--- config.mk ---
export PLATFORM = sky130hd
export DESIGN_NAME = dmem_access_ctrl
export DESIGN_NICKNAME = d
export VERILOG_FILES = /design/src/rtl/dmem_access_ctrl_pkg.sv /design/src/rtl/dmem_align.sv /design/src/rtl/dmem_access_ctrl.sv
export SDC_FILE = /design/constraint.sdc
export NUM_CORES = 1
export LEC_CHECK = 0
export CAP_MARGIN = 20
export CORE_MARGIN = 2
export CORE_UTILIZATION = 42
export CTS_CLUSTER_DIAMETER = 100
export DETAILED_ROUTE_END_ITERATION = 10
export GPL_ROUTABILITY_DRIVEN = 0
export PLACE_DENSITY = 0.89
export SKIP_CTS_REPAIR_TIMING = 1
export SLEW_MARGIN = 40
export SYNTH_ARGS = -nofsm -noshare
export SYNTH_HDL_FRONTEND = slang
export SYNTH_SLANG_ARGS = --single-unit
--- constraint.sdc ---
create_clock -name clk -period 2.3 [get_ports clk]
set_input_delay 0.23 -clock clk [delete_from_list [all_inputs] [get_ports clk]]
set_output_delay 0.23 -clock clk [all_outputs]
set_load 0.05 [all_outputs]
--- src/rtl/dmem_access_ctrl_pkg.sv ---
// Shared types for the MEM-stage data-memory access controller.
// Holds FSM states, rv32i load/store funct3 codes and the request bundle.
package dmem_access_ctrl_pkg;

  typedef enum logic [1:0] {
    IDLE,
    BUSY,
    DONE
  } dmem_ctrl_state_t;

  typedef enum logic [2:0] {
    F3_LB  = 3'b000,
    F3_LH  = 3'b001,
    F3_LW  = 3'b010,
    F3_LBU = 3'b100,
    F3_LHU = 3'b101
  } load_funct3_t;

  typedef enum logic [2:0] {
    F3_SB = 3'b000,
    F3_SH = 3'b001,
    F3_SW = 3'b010
  } store_funct3_t;

  // Access size lives in funct3[1:0] for both loads and stores.
  localparam logic [1:0] SZ_B = 2'b00;
  localparam logic [1:0] SZ_H = 2'b01;
  localparam logic [1:0] SZ_W = 2'b10;

  typedef struct packed {
    logic        rd;
    logic        wr;
    logic [31:0] addr;
    logic [31:0] wdata;
    logic [3:0]  mbe;
  } dmem_req_t;

  function automatic logic [31:0] word_addr(
    input logic [31:0] a
  );
    return {a[31:2], 2'b00};
  endfunction

endpackage

--- src/rtl/dmem_align.sv ---
// Byte-lane alignment: funct3/addr/store_data -> mbe, shifted wdata, misaligned.
// Purely combinational; misaligned here is ungated (caller qualifies it).
module dmem_align
  import dmem_access_ctrl_pkg::*;
(
  input  logic [2:0]  funct3,
  input  logic [31:0] addr,
  input  logic [31:0] store_data,
  output logic [3:0]  mbe,
  output logic [31:0] wdata,
  output logic        misaligned
);

  logic [1:0] a;
  assign a = addr[1:0];

  // Sign/zero choice and upper address bits do not affect lanes.
  logic unused_bits;
  assign unused_bits = ^{funct3[2], addr[31:2]};

  always_comb begin
    mbe        = 4'b0000;
    misaligned = 1'b0;
    unique case (funct3[1:0])
      SZ_B: begin
        mbe = 4'b0001 << a;
      end
      SZ_H: begin
        mbe        = 4'b0011 << a;
        misaligned = a[0];
      end
      SZ_W: begin
        mbe        = 4'b1111;
        misaligned = |a;
      end
      default: begin
        misaligned = 1'b1;
      end
    endcase
  end

  assign wdata = store_data << {a, 3'b000};

endmodule

--- src/rtl/dmem_access_ctrl.sv ---
// MEM-stage load/store sequencer: one held cache request per access,
// pipeline stall until dmem_resp, raw read word + mask capture, timeout flag.
module dmem_access_ctrl #(
  parameter int unsigned TIMEOUT_CYCLES = 1024
) (
  input  logic        clk,
  input  logic        rst,
  input  logic        valid_in,
  input  logic        load,
  input  logic        store,
  input  logic [2:0]  funct3,
  input  logic [31:0] addr,
  input  logic [31:0] store_data,
  input  logic        advance,
  output logic        dmem_read,
  output logic        dmem_write,
  output logic [31:0] dmem_address,
  output logic [31:0] dmem_wdata,
  output logic [3:0]  dmem_mbe,
  input  logic [31:0] dmem_rdata,
  input  logic        dmem_resp,
  output logic        mem_stall,
  output logic [31:0] rdata_out,
  output logic [3:0]  mbe_out,
  output logic        misaligned,
  output logic        timeout_err
);

  import dmem_access_ctrl_pkg::*;

  localparam int unsigned CW = $clog2(TIMEOUT_CYCLES + 2);
  localparam bit T_EN = (TIMEOUT_CYCLES != 0);
  localparam logic [CW-1:0] T_LAST =
    CW'((TIMEOUT_CYCLES == 0) ? 0 : TIMEOUT_CYCLES - 1);

  dmem_ctrl_state_t state;
  dmem_req_t        req;
  logic [CW-1:0]    tcnt;

  logic [3:0]  al_mbe;
  logic [31:0] al_wdata;
  logic        al_mis;
  logic        mem_op;
  logic        acc;

  dmem_align u_align (
    .funct3     (funct3),
    .addr       (addr),
    .store_data (store_data),
    .mbe        (al_mbe),
    .wdata      (al_wdata),
    .misaligned (al_mis)
  );

  assign mem_op     = valid_in & (load | store);
  assign misaligned = mem_op & al_mis;
  assign acc        = mem_op & ~al_mis;

  assign mem_stall = (state == BUSY) |
                     ((state == IDLE) & acc);

  assign dmem_read    = req.rd;
  assign dmem_write   = req.wr;
  assign dmem_address = req.addr;
  assign dmem_wdata   = req.wdata;
  assign dmem_mbe     = req.mbe;

  always_ff @(posedge clk) begin
    if (rst) begin
      state       <= IDLE;
      req         <= '0;
      rdata_out   <= '0;
      mbe_out     <= '0;
      tcnt        <= '0;
      timeout_err <= 1'b0;
    end else begin
      unique case (state)
        IDLE: begin
          tcnt <= '0;
          if (acc) begin
            state     <= BUSY;
            // Store wins when both type bits are set.
            req.rd    <= ~store;
            req.wr    <= store;
            req.addr  <= word_addr(addr);
            req.wdata <= al_wdata;
            req.mbe   <= al_mbe;
          end else if (misaligned) begin
            mbe_out <= '0;
          end
        end
        BUSY: begin
          if (dmem_resp) begin
            state  <= DONE;
            req.rd <= 1'b0;
            req.wr <= 1'b0;
            tcnt   <= '0;
            if (req.rd) begin
              rdata_out <= dmem_rdata;
            end
            mbe_out <= req.mbe;
          end else begin
            if (tcnt != '1) begin
              tcnt <= tcnt + 1'b1;
            end
            if (T_EN && (tcnt == T_LAST)) begin
              timeout_err <= 1'b1;
            end
          end
        end
        DONE: begin
          if (advance) begin
            state <= IDLE;
          end
        end
        default: begin
          state <= IDLE;
        end
      endcase
    end
  end

endmodule

; After elaboration in Yosys (flattened, before gate mapping)
; Cells that the tools add are included.
[totals]
register_bits = 118
output_inout_bits = 109
[op_classes]
n_addsub = 1
n_eq_ne = 12
n_shift = 3
n_mux = 16
bitwise = 9
reduce_logical = 11
[ops]
columns = op, n
row1 = two-way mux 70 bit, 1
row2 = left shift 32 x 5 -> 32 bit, 1
row3 = two-way mux 11 bit, 2
row4 = one-hot mux 11 bit (2 select lines), 1
row5 = two-way mux 4 bit, 3
row6 = one-hot mux 4 bit (3 select lines), 1
row7 = AND reduction 3 bit, 4
row8 = "adder 11 x 1 -> 11 bit, second input constant", 1
row9 = "equality test 11 x 10 -> 1 bit, second input constant", 1
row10 = "inequality test 11 bit, second input constant", 1
row11 = "inequality test 2 bit, second input constant", 5
row12 = two-way mux 2 bit, 4
row13 = one-hot mux 4 bit (2 select lines), 1
row14 = one-hot mux 2 bit (3 select lines), 1
row15 = AND 1 bit, 4
row16 = "equality test 2 x 1 -> 1 bit, second input constant", 2
row17 = "equality test 2 bit, second input constant", 2
row18 = logical NOT 2 bit, 2
row19 = one-hot mux 2 bit (2 select lines), 1
row20 = AND reduction 2 bit, 2
row21 = AND reduction 4 bit, 1
row22 = "left shift 1 x 2 -> 4 bit, first input constant", 1
row23 = "left shift 2 x 2 -> 4 bit, first input constant", 1
row24 = "inequality test 3 x 2 -> 1 bit, second input constant", 1
row25 = other kinds (5), 8

; Depth between registers and ports, before layout
[depth]
depth_word = 6
ltp_mapped = 7
mapped_depth_nobuf = 5

; Cells and area by module
; Synthesis repeated with hierarchy kept, for this count alone.
[unflattened]
cells_unflattened = 628
area_unflattened_um2 = 5049.8
[by_module_without_submodules]
columns = mod, n_inst, cells_per_inst, area_each_um2
row1 = dmem_access_ctrl, 1, 549, 4395.5
row2 = dmem_align, 1, 79, 654.4

; Least setup slack after synthesis
; Ideal clock, no wire load.
[synth_timing]
kind = reg2out
startpoint = reg state[1]
endpoint = out mem_stall
t_arrival_ns = 1.476
required_ns = 2.070
path_slack_ns = 0.594
path_stages_with_launch = 7
cell_sequence = dfxtp_1 clkbuf_1 nor2_1 o211ai_1 buf_2 buf_2 nand2_1
[synth_between]
elab_chain_cells = 3
[synth_rtl]
columns = element, line
row1 = start: declaration, dmem_access_ctrl.sv:36  ; dmem_ctrl_state_t state;
row2 = start signal: assignment, dmem_access_ctrl.sv:70  ; state <= IDLE;
row3 = start signal: assignment, dmem_access_ctrl.sv:81  ; state <= BUSY;
row4 = start signal: assignment, dmem_access_ctrl.sv:94  ; state <= DONE;
row5 = logical NOT 2 bit, dmem_access_ctrl.sv:60  ; ((state == IDLE) & acc);
row6 = AND 1 bit, dmem_access_ctrl.sv:60
row7 = bitwise OR 1 bit (*), dmem_access_ctrl.sv:59  ; assign mem_stall = (state == BUSY) |
row8 = end: declaration, dmem_access_ctrl.sv:22  ; output logic mem_stall,
; Every way passes the cells marked *; elsewhere a longest branch is shown, timed or not.

; Worst setup path in the final report
[layout_timing]
startpoint = in funct3[0]
endpoint = out mem_stall
[layout_between]
elab_chain_cells = 6
[layout_rtl]
columns = element, line
row1 = start: declaration, dmem_access_ctrl.sv:11  ; input logic [2:0] funct3,
row2 = "equality test 2 bit, or another cell as far along", dmem_align.sv:24  ; unique case (funct3[1:0])
row3 = one-hot mux 1 bit (3 select lines) (*), dmem_align.sv:24
row4 = NOT 1 bit (*), dmem_access_ctrl.sv:57  ; assign acc = mem_op & ~al_mis;
row5 = AND 1 bit (*), dmem_access_ctrl.sv:57
row6 = AND 1 bit (*), dmem_access_ctrl.sv:60
row7 = bitwise OR 1 bit (*), dmem_access_ctrl.sv:59
; Marked as above.

==> flow_metrics.py <==
metrics = {
    "global_route": {
        "overflow": 0,
        "grt_pass1_vias": 4803,
        "grt_use_total": 0.244,
        "grt_pass1_wl_um": 24200,
        "grt_max_degree": 50,
        "antenna_found_initial": 0,
    },
    "critical_path": {
        "cp.buffers_inverters": 3,
        "worst_path_dominant_cell_family": "buffers and inverters",
        "slowest_delay_ns": 0.61,
        "crit_arrival_ns": 1.81,
        "crit_path_end_kind": "primary output",
        "critPathSlowestCell": "clkdlybuf4s50_1",
        "critPathLaunchType": "input pin",
        "path_class": "in -> out",
        "cp_max_fo": 32,
        "cp_data_required_time_ns": 2.07,
        "crit_chain": "clkdlybuf4s50_1 > a21oi_2 > o211ai_1 > buf_12 > nand2_1 > buf_4",
    },
    "timing": {
        "worst_slew_pin_slew_ns": 0.705,
        "fin_crit_sh": 0.885,
        "skew_ns": 0.00592,
        "setup_viol": 0,
        "holdWs_ns": 0.299,
        "timing.fmax_mhz": 491,
        "slew_violations": 0,
        "finalHoldViolCount": 0,
        "layout_min_cycle_time_ns": 2.04,
        "relSlewSlack": 0.528,
        "rsz0062_at_grt": "no",
        "finalSetupTns_ns": 0,
    },
    "finish": {
        "area_delta_synth_final_pct": 58.0,
        "drive_above_1_share": 0.0778,
        "fillers": 926,
        "fin_area_mm2": 0.00774,
        "final_cell_mix": "208 x clkdlybuf4s50_1, 175 x nand2_1, 118 x dfxtp_1",
        "n_antenna_cell": 0,
        "final_nets": 917,
        "final_cells": 966,
        "mostFrequentLayoutCell": "clkdlybuf4s50_1",
    },
    "yosys": {
        "synth_ff_type": "dfxtp_1",
        "yosys.area.top_type": "dfxtp_1",
        "netlist_area_mm2": 0.00490,
        "ys_seq_area_frac": 0.482,
        "synth_cells": 611,
        "synth-seq-cells": 118,
        "synth-edff-count": 0,
        "ys_warn_count": 0,
        "avgSynthCellArea_um2": 8.01,
        "synth_area_leaders": "dfxtp_1 48%, nand2_1 13%, a21oi_1 10%, mux2i_1 3.3%, nor2_1 2.5%",
        "synth-async-reset-ratio": 0,
        "yosysTopAreaCellShare": 0.482,
        "synth.distinct_cells": 47,
    },
    "pwr": {
        "power-per-cell-area_mw_per_mm2": 723,
        "p_leak_nw": 2.73,
        "ir_drop_mv": 0.512,
    },
    "die": {
        "std_cell_rows": 39,
        "die_area_mm2": 0.0125,
        "start_util": 0.429,
        "die_h_um": 112,
        "ios": 215,
        "coreArea_mm2": 0.0114,
        "die_w_um": 112,
    },
    "outcome": {
        "status": "completed",
    },
    "worst_hold_path": {
        "hold_class": "in -> reg",
    },
    "detailed_routing": {
        "drc_errors": 0,
        "dr.pass1.iters": 7,
        "avgViaCountPerCell": 5.29,
        "ant_nets": 0,
        "wl_per_cell_um": 15.9,
        "vias": 5114,
        "drtIter0Drc": 295,
        "drt_wl_total_um": 15400,
    },
    "run": {
        "maxCapViolCount": 0,
    },
    "clocking": {
        "cts_root_buf": "clkbuf_16",
        "tritoncts": "yes",
        "cts.path.max_buffers": 2,
        "clkTransAtPathRegs_ns": 0.05,
        "clock_latency_ns": 0.42,
        "htreeDepth": 4,
        "cts.sinks": 118,
        "numCtsBuffers": 17,
    },
    "placement": {
        "dpl_cell_area_mm2": 0.00714,
        "placedCellCount": 934,
        "dp_hpwl_um": 10600,
        "io_buffers": 211,
    },
}
worst paths after layout:
path,from,end,slack (ns),depth (start not counted)
setup / recovery,funct3[0],mem_stall,0.26,6
hold / removal,rst,dmem_wdata[31],0.30,2
setup reg to reg,state[0],tcnt[0],0.42,4
hold reg to reg,rdata_out[17],rdata_out[17],0.45,2
layer usage:
metal  share of wire  routed length (um)  GRT usage  vias up
met5               0                   0          0        -
met4           0.046                 700      0.133        0
met3           0.080                1230     0.0817       51
met2            0.48                7350      0.398      215
met1            0.40                6110      0.284     2347
li1                -                   -          -     2501
power by group:
group | internal (W) | switching (W)
registers | 0.00210 | 0.0000343
clock network | 0.00173 | 0.000914
logic | 0.000353 | 0.000463
Yosys cell counts, types with 2 or more instances:
library cell  instances
nand2_1             175
dfxtp_1             118
a21oi_1              98
nor2_1               33
clkbuf_1             32
mux2i_1              16
nor3_1               16
nand3_1              14
buf_2                12
o211ai_1             12
or3_1                10
a211oi_1              9
mux2_2                8
a22o_1                4
nand4_1               4
a311oi_1              3
a31oi_1               3
a41oi_1               3
buf_4                 3
nor2b_1               3
o31ai_1               3
and2_1                2
and4_1                2
inv_1                 2
nand3b_1              2
o21ai_0               2
or3_2                 2
layout make-up:
cell class,instances,area (um2),area share
inverters,2,7.51,0.000970
multi-input cells,444,2320,0.299
well taps,143,179,0.0231
clock inverters,8,95.1,0.0123
clock buffers,24,502,0.0649
flip-flops and latches,118,2360,0.305
repair buffers,227,2270,0.294
cell families (layout without fill, tap and decap cells):
kind of cell,count (synthesis),in the layout,synth area share
other,1,2,0.000766
AND/OR/NAND/NOR,272,272,0.239
flip-flops,118,118,0.482
adder cells (fa/ha/maj),1,1,0.00256
buffers and inverters,50,261,0.0452
AO/OA/AOI/OAI,145,145,0.179
multiplexers,24,24,0.0511
stage by stage:
step	total power, W	worst slack, ns	utilization
after global routing	0.00578	0.106	0.678
after global placement	0.00298	0.174	0.625
final	0.00560	0.264	0.678
after CTS	0.00563	0.261	0.678
after floorplan	0.00261	0.594	-
after detailed placement	0.00299	0.0876	0.625
state kept, by name (all words and copies together) (netlist names):
register,flops
dmem_wdata,32
mbe_out,4
tcnt,11
timeout_err,1
state,2
dmem_write,1
dmem_mbe,4
rdata_out,32
dmem_read,1
dmem_address,30
Note: power is estimated with default switching activity, not from simulation.
